## config.mk

```make
export PLATFORM = sky130hd
export DESIGN_NAME = code_loader
export DESIGN_NICKNAME = d
export VERILOG_FILES = /design/src/rtl/code_loader_pkg.sv /design/src/rtl/code_loader.sv
export SDC_FILE = /design/constraint.sdc
export NUM_CORES = 1
export LEC_CHECK = 0
export CAP_MARGIN = 10
export CORE_ASPECT_RATIO = 0.5
export CORE_MARGIN = 2
export CORE_UTILIZATION = 39
export CTS_CLUSTER_DIAMETER = 150
export DETAILED_ROUTE_END_ITERATION = 12
export GPL_TIMING_DRIVEN = 0
export HOLD_SLACK_MARGIN = 0.06
export PLACE_DENSITY_LB_ADDON = 0.3
export SLEW_MARGIN = 40
export SYNTH_ARGS = -nofsm -noshare
export SYNTH_HDL_FRONTEND = slang
export SYNTH_SLANG_ARGS = --single-unit
export TNS_END_PERCENT = 30
```

## constraint.sdc

```tcl
create_clock -name clk -period 3.5 [get_ports clk]
set_input_delay 0.875 -clock clk [delete_from_list [all_inputs] [get_ports clk]]
set_output_delay 0.875 -clock clk [all_outputs]
set_load 0.03 [all_outputs]
```

## src/rtl/code_loader_pkg.sv

```systemverilog
// code_loader_pkg: shared types and constants for the code loader.
//   state_t    - loader FSM states
//   LEN_BYTES  - bytes in the frame length field
//   WORD_BYTES - bytes per code word on the stream
//   CSUM_W     - width of the running frame checksum
//   csum_add() - modulo-2^CSUM_W checksum accumulate helper
package code_loader_pkg;

  typedef enum logic [2:0] {
    IDLE    = 3'd0,
    LEN_LO  = 3'd1,
    LEN_HI  = 3'd2,
    WORD_LO = 3'd3,
    WORD_HI = 3'd4,
    CHECK   = 3'd5,
    DONE    = 3'd6,
    ERROR   = 3'd7
  } state_t;

  localparam int LEN_BYTES  = 2;
  localparam int WORD_BYTES = 2;
  localparam int CSUM_W     = 8;

  // Running checksum: plain 8-bit sum, wrap-around intended.
  function automatic logic [CSUM_W-1:0] csum_add(input logic [CSUM_W-1:0] acc,
                                                 input logic [7:0]        b);
    return acc + b;
  endfunction

endpackage

```

## src/rtl/code_loader.sv

```systemverilog
// code_loader: parses a length-prefixed program frame from a byte stream and
// writes the assembled code words into code storage.
//
// Frame: N[7:0], N[15:8], then N words as (low byte, high byte).
// Word = {hi[code_size-9:0], lo}; unused high bits are dropped.
//
// Ports:
//   clk, reset            - clock, synchronous active-high reset
//   start                 - pulse in IDLE begins a frame load
//   in_valid/in_data      - byte stream in; in_ready is decoded from state
//   is_write              - one-cycle storage write strobe
//   write_line/write_data - write address/data, held between strobes
//   core_hold             - high while a frame is being loaded
//   load_done/load_error  - sticky result of the last frame
//
// Optional build macro CODE_LOADER_CHECKSUM_EN: adds a trailing checksum
// byte; the 8-bit sum of all frame bytes must be zero for the frame to pass.
module code_loader
  import code_loader_pkg::*;
#(
  parameter int code_size     = 12,
  parameter int max_code_line = 100
) (
  input  logic                 clk,
  input  logic                 reset,
  input  logic                 start,
  input  logic                 in_valid,
  input  logic [7:0]           in_data,
  output logic                 in_ready,
  output logic                 is_write,
  output logic [31:0]          write_line,
  output logic [code_size-1:0] write_data,
  output logic                 core_hold,
  output logic                 load_done,
  output logic                 load_error
);

  localparam int             LEN_W    = 8 * LEN_BYTES;
  localparam logic [LEN_W-1:0] MAX_LINE = LEN_W'(max_code_line);

`ifdef CODE_LOADER_CHECKSUM_EN
  localparam state_t FRAME_END = CHECK;
`else
  localparam state_t FRAME_END = DONE;
`endif

  state_t                 state_r;
  state_t                 next_state_s;
  logic [LEN_W-1:0]       len_r;
  logic [7:0]             lo_r;
  logic [LEN_W-1:0]       line_cnt_r;
  logic                   is_write_r;
  logic [31:0]            write_line_r;
  logic [code_size-1:0]   write_data_r;
  logic                   core_hold_r;
  logic                   load_done_r;
  logic                   load_error_r;
  logic                   in_ready_s;
  logic                   hold_s;
  logic                   accept_s;
  logic [LEN_W-1:0]       len_full_s;
  logic [LEN_W-1:0]       cnt_next_s;
  logic [code_size-1:0]   word_s;

`ifdef CODE_LOADER_CHECKSUM_EN
  logic [CSUM_W-1:0]      csum_r;
  logic [CSUM_W-1:0]      csum_next_s;

  assign csum_next_s = csum_add(csum_r, in_data);
`endif

  assign accept_s   = in_valid && in_ready_s;
  assign len_full_s = {in_data, len_r[7:0]};
  assign cnt_next_s = line_cnt_r + 16'd1;
  assign word_s     = {in_data[code_size-9:0], lo_r};

  // Byte-accept window: only the states that consume stream bytes.
  always_comb begin
    in_ready_s = 1'b0;
    case (state_r)
      LEN_LO, LEN_HI, WORD_LO, WORD_HI, CHECK: in_ready_s = 1'b1;
      default:                                 in_ready_s = 1'b0;
    endcase
  end

  // Sequencer hold decoded from the upcoming state so the register tracks state.
  always_comb begin
    hold_s = 1'b1;
    case (next_state_s)
      IDLE, DONE, ERROR: hold_s = 1'b0;
      default:           hold_s = 1'b1;
    endcase
  end

  // Frame parser next-state logic.
  always_comb begin
    next_state_s = state_r;
    case (state_r)
      IDLE: begin
        if (start) next_state_s = LEN_LO;
        else       next_state_s = IDLE;
      end
      LEN_LO: begin
        if (accept_s) next_state_s = LEN_HI;
        else          next_state_s = LEN_LO;
      end
      LEN_HI: begin
        if (!accept_s)                    next_state_s = LEN_HI;
        else if (len_full_s > MAX_LINE)   next_state_s = ERROR;
        else if (len_full_s == 16'd0)     next_state_s = FRAME_END;
        else                              next_state_s = WORD_LO;
      end
      WORD_LO: begin
        if (accept_s) next_state_s = WORD_HI;
        else          next_state_s = WORD_LO;
      end
      WORD_HI: begin
        if (!accept_s)                next_state_s = WORD_HI;
        else if (cnt_next_s == len_r) next_state_s = FRAME_END;
        else                          next_state_s = WORD_LO;
      end
      CHECK: begin
`ifdef CODE_LOADER_CHECKSUM_EN
        if (!accept_s)                   next_state_s = CHECK;
        else if (csum_next_s == 8'd0)    next_state_s = DONE;
        else                             next_state_s = ERROR;
`else
        next_state_s = IDLE;
`endif
      end
      DONE:    next_state_s = IDLE;
      ERROR:   next_state_s = IDLE;
      default: next_state_s = IDLE;
    endcase
  end

  // State, datapath capture and registered outputs.
  always_ff @(posedge clk) begin
    if (reset) begin
      state_r      <= IDLE;
      len_r        <= 16'd0;
      lo_r         <= 8'd0;
      line_cnt_r   <= 16'd0;
      is_write_r   <= 1'b0;
      write_line_r <= 32'd0;
      write_data_r <= '0;
      core_hold_r  <= 1'b0;
      load_done_r  <= 1'b0;
      load_error_r <= 1'b0;
`ifdef CODE_LOADER_CHECKSUM_EN
      csum_r       <= 8'd0;
`endif
    end else begin
      state_r     <= next_state_s;
      core_hold_r <= hold_s;
      is_write_r  <= 1'b0;
      case (state_r)
        IDLE: begin
          if (start) begin
            load_done_r  <= 1'b0;
            load_error_r <= 1'b0;
            line_cnt_r   <= 16'd0;
`ifdef CODE_LOADER_CHECKSUM_EN
            csum_r       <= 8'd0;
`endif
          end
        end
        LEN_LO:  if (accept_s) len_r[7:0]  <= in_data;
        LEN_HI:  if (accept_s) len_r[15:8] <= in_data;
        WORD_LO: if (accept_s) lo_r        <= in_data;
        WORD_HI: begin
          if (accept_s) begin
            is_write_r   <= 1'b1;
            write_line_r <= {16'd0, line_cnt_r};
            write_data_r <= word_s;
            line_cnt_r   <= cnt_next_s;
          end
        end
        default: ;
      endcase
`ifdef CODE_LOADER_CHECKSUM_EN
      // Never accepting in IDLE, so this cannot collide with the start clear.
      if (accept_s) csum_r <= csum_next_s;
`endif
      if (next_state_s == DONE)  load_done_r  <= 1'b1;
      if (next_state_s == ERROR) load_error_r <= 1'b1;
    end
  end

  assign in_ready   = in_ready_s;
  assign is_write   = is_write_r;
  assign write_line = write_line_r;
  assign write_data = write_data_r;
  assign core_hold  = core_hold_r;
  assign load_done  = load_done_r;
  assign load_error = load_error_r;

endmodule

```

==> results.tsv <==
stage	metric	value	unit
critical_path	crit_type	reg2out	
min_path	min_from	write_line[12]	
floorplanning	start_util	41.1	%
grt	grt_use_total	19.7	%
floorplanning	core	0.00889	mm2
grt	grt_max_degree	14	
timing	slew_violations	0	
timing	final-hold-violation-count	0	
timing	relSlewSlack	54.1	%
critical_path	cp.arrival	2.40	ns
cts	root_buffer	clkbuf_16	
cts	cts.sinks	75	
pwr	switchingPower	0.574	mW
logic_synthesis	yosys_warnings	0	
logic_synthesis	synth_flop_cell	dfxtp_1	
grt	antenna_found_initial	0	
layout	synthToLayoutAreaGrowth	25.7	%
layout	diodes	0	
grt	grt_pass1_vias	3118	
critical_path	crit_path_max_fanout	10	
timing	rsz0062_at_grt	false	
logic_synthesis	syn_area_per_cell	7.71	um2
timing	setup_violations	0	
logic_synthesis	synth_edf_count	0	
logic_synthesis	synthTopCellsByArea	dfxtp_1 41%, nand2_1 11%, a21oi_1 9.0%, nor2_1 4.1%, buf_4 3.3%	
cts	clock_latency	0.34	ns
timing	tns	0	ns
logic_synthesis	synth-seq-area-share	41.1	%
routing	drt_wl_total	9710	um
cts	cts_tree	done	
critical_path	critPathCaptureType	primary output	
pwr	clock_power_share	44.0	%
logic_synthesis	yosysTopAreaCellShare	41.1	%
cts	cts_setup_buffers	0	
routing	drt_iter0_drc	297	
floorplanning	die_h	72.4	um
floorplanning	die-area	0.0102	mm2
pwr	power_frac_seq	42.4	%
logic_synthesis	post-synth-top-count-cell	nand2_1	
routing	remaining_drc_errors	0	
critical_path	cp-start-kind	flop	
min_path	hold_path_class	reg2reg	
placement	gp_congestion	0.894	
critical_path	crit_start	state_r[2]	
routing	vias_per_cell	5.27	
cts	cts.clk_slew.worst_paths	0.06	ns
layout	drive_gt1_share	8.39	%
pwr	powerDensity	459	mW/mm2
logic_synthesis	synth_common_cells	106 x nand2_1, 75 x dfxtp_1, 66 x a21oi_1	
pwr	p_int	1.53	mW
layout	nNetsFinal	556	
flow_run	maxCapViolCount	0	
outcome	status	finished, final reports clean	
timing	max_freq	0.305	GHz
logic_synthesis	syn-cell-area	0.00365	mm2
critical_path	endpoint	in_ready	
timing	timing.final.ws_setup	0.223	ns
floorplanning	top_level_ports	61	
critical_path	r2r_end	load_error	
pwr	comb_power_share	13.6	%
cts	hold_buffers	0	
cts	clock_path_buffers	2	
timing	fin_crit	3.28	ns
placement	portBuffers	43	
logic_synthesis	syn_inst	474	
cts	cts_buffers	9	
floorplanning	die-width	141	um
floorplanning	row_count	24	
logic_synthesis	yosysTopAreaCell	dfxtp_1	
routing	dr.pass1.iters	5	
critical_path	crit_required	2.62	ns
routing	wire_per_inst	14.6	um
critical_path	r2r_setup_slack	0.53	ns
logic_synthesis	ys_seq_elements	75	
grt	overflow	0	
cts	ctsResizeCount	0	
routing	num_vias	3507	
logic_synthesis	yosysUniqueCellTypes	51	
timing	worst_slew_pin_slew	0.688	ns
critical_path	timing.rr.start	line_cnt_r[0]	
placement	pre_cts_slack	0.517	ns
timing	clock-skew-final	0.00454	ns
routing	ant_nets	0	
pwr	p_leak	1.61	nW
timing	post-route-period-util	93.6	%
logic_synthesis	async_flop_share	0	%
pwr	ir_worst_vdd	0.264	mV
cts	htree_levels	3	
grt	grt_pass1_wl	15700	um
pwr	swShare	27.2	%
placement	dp_hpwl	6880	um
critical_path	rr_worst_depth	10	
## final cells by class
type	count	area (um2)
clock buffers	10	229
flip-flops and latches	75	1500
well taps	117	146
clock inverters	6	66.3
repair buffers	43	430
plain buffers	53	273
fillers	859	4300
inverters	4	15.0
multi-input cells	357	1930
## power by group through the flow
stage,Combinational [mW],Sequential (mW),Clock [mW]
after detailed placement,0.283,0.912,0
after global placement,0.280,0.911,0
after global routing,0.312,0.895,0.968
after CTS,0.284,0.893,0.937
final,0.287,0.893,0.928
after floorplan,0.193,0.917,0
## sequential cells by signal, summed over array words and instances, names as in the netlist
name / flops
load_done: 1
lo_r: 8
core_hold: 1
load_error: 1
write_data: 12
write_line: 16
is_write: 1
len_r: 16
line_cnt_r: 16
state_r: 3
## worst max-delay path: stages (launching register included)
cell and delay (ns):
dfxtp_1 0.31, clkbuf_1 0.34, clkbuf_1 0.38, nor2_1 0.12
a21oi_1 0.21, clkdlybuf4s50_1 0.71
## metal layers
layer	vias up	global-route usage, %	routed length (um)
met5	-	0	0
met4	0	6.89	123
met3	15	4.75	688
met2	145	29.3	4030
met1	1602	27.9	4870
li1	1745	-	-
## metrics by stage
step                cells  power (mW)  cell area [um2]  utilization [%]  hold slack, ns
floorplan             489        1.11             3710                -           0.432
global placement      649        1.19             4290             48.2           0.443
detailed placement    649        1.19             4300             48.3           0.445
CTS                   665        2.11             4590             51.6           0.455
global route          665        2.18             4590             51.6           0.471
finish                665        2.11             4590             51.6           0.453
## cells in the final DEF (no fill, tap or decap), types with 3 or more instances in the layout
cell type / count
nand3_1: 10
buf_2: 5
xor2_1: 9
mux2i_1: 11
and3_1: 6
nor4_1: 9
dfxtp_1: 75
inv_1: 4
nand2_1: 106
clkbuf_16: 9
nor3_1: 11
xnor2_1: 12
conb_1: 16
nand4_1: 7
clkbuf_1: 30
buf_4: 16
nor2_1: 40
a22oi_1: 4
o21ai_0: 12
clkdlybuf4s50_1: 43
a311oi_1: 4
a21oi_1: 66
clkinv_4: 3
## worst min path at each step
stage / end / slack [ns] / cells past startpoint
after floorplan: write_data[0] / 0.43 / 2
after global placement: write_line[0] / 0.44 / 2
after detailed placement: write_data[11] / 0.45 / 2
after CTS: write_line[12] / 0.46 / 2
after global routing: write_line[12] / 0.47 / 2
final: write_line[12] / 0.45 / 2
## logic make-up after synthesis
logic type / synth area share [%]
other: 0.103
adder cells (fa/ha/maj): 0.343
buffers and inverters: 7.88
AND/OR/NAND/NOR: 25.2
flip-flops: 41.1
multiplexers: 3.32
AO/OA/AOI/OAI: 17.0
XOR/XNOR: 5.04
Note: power is estimated with default switching activity, not from simulation.
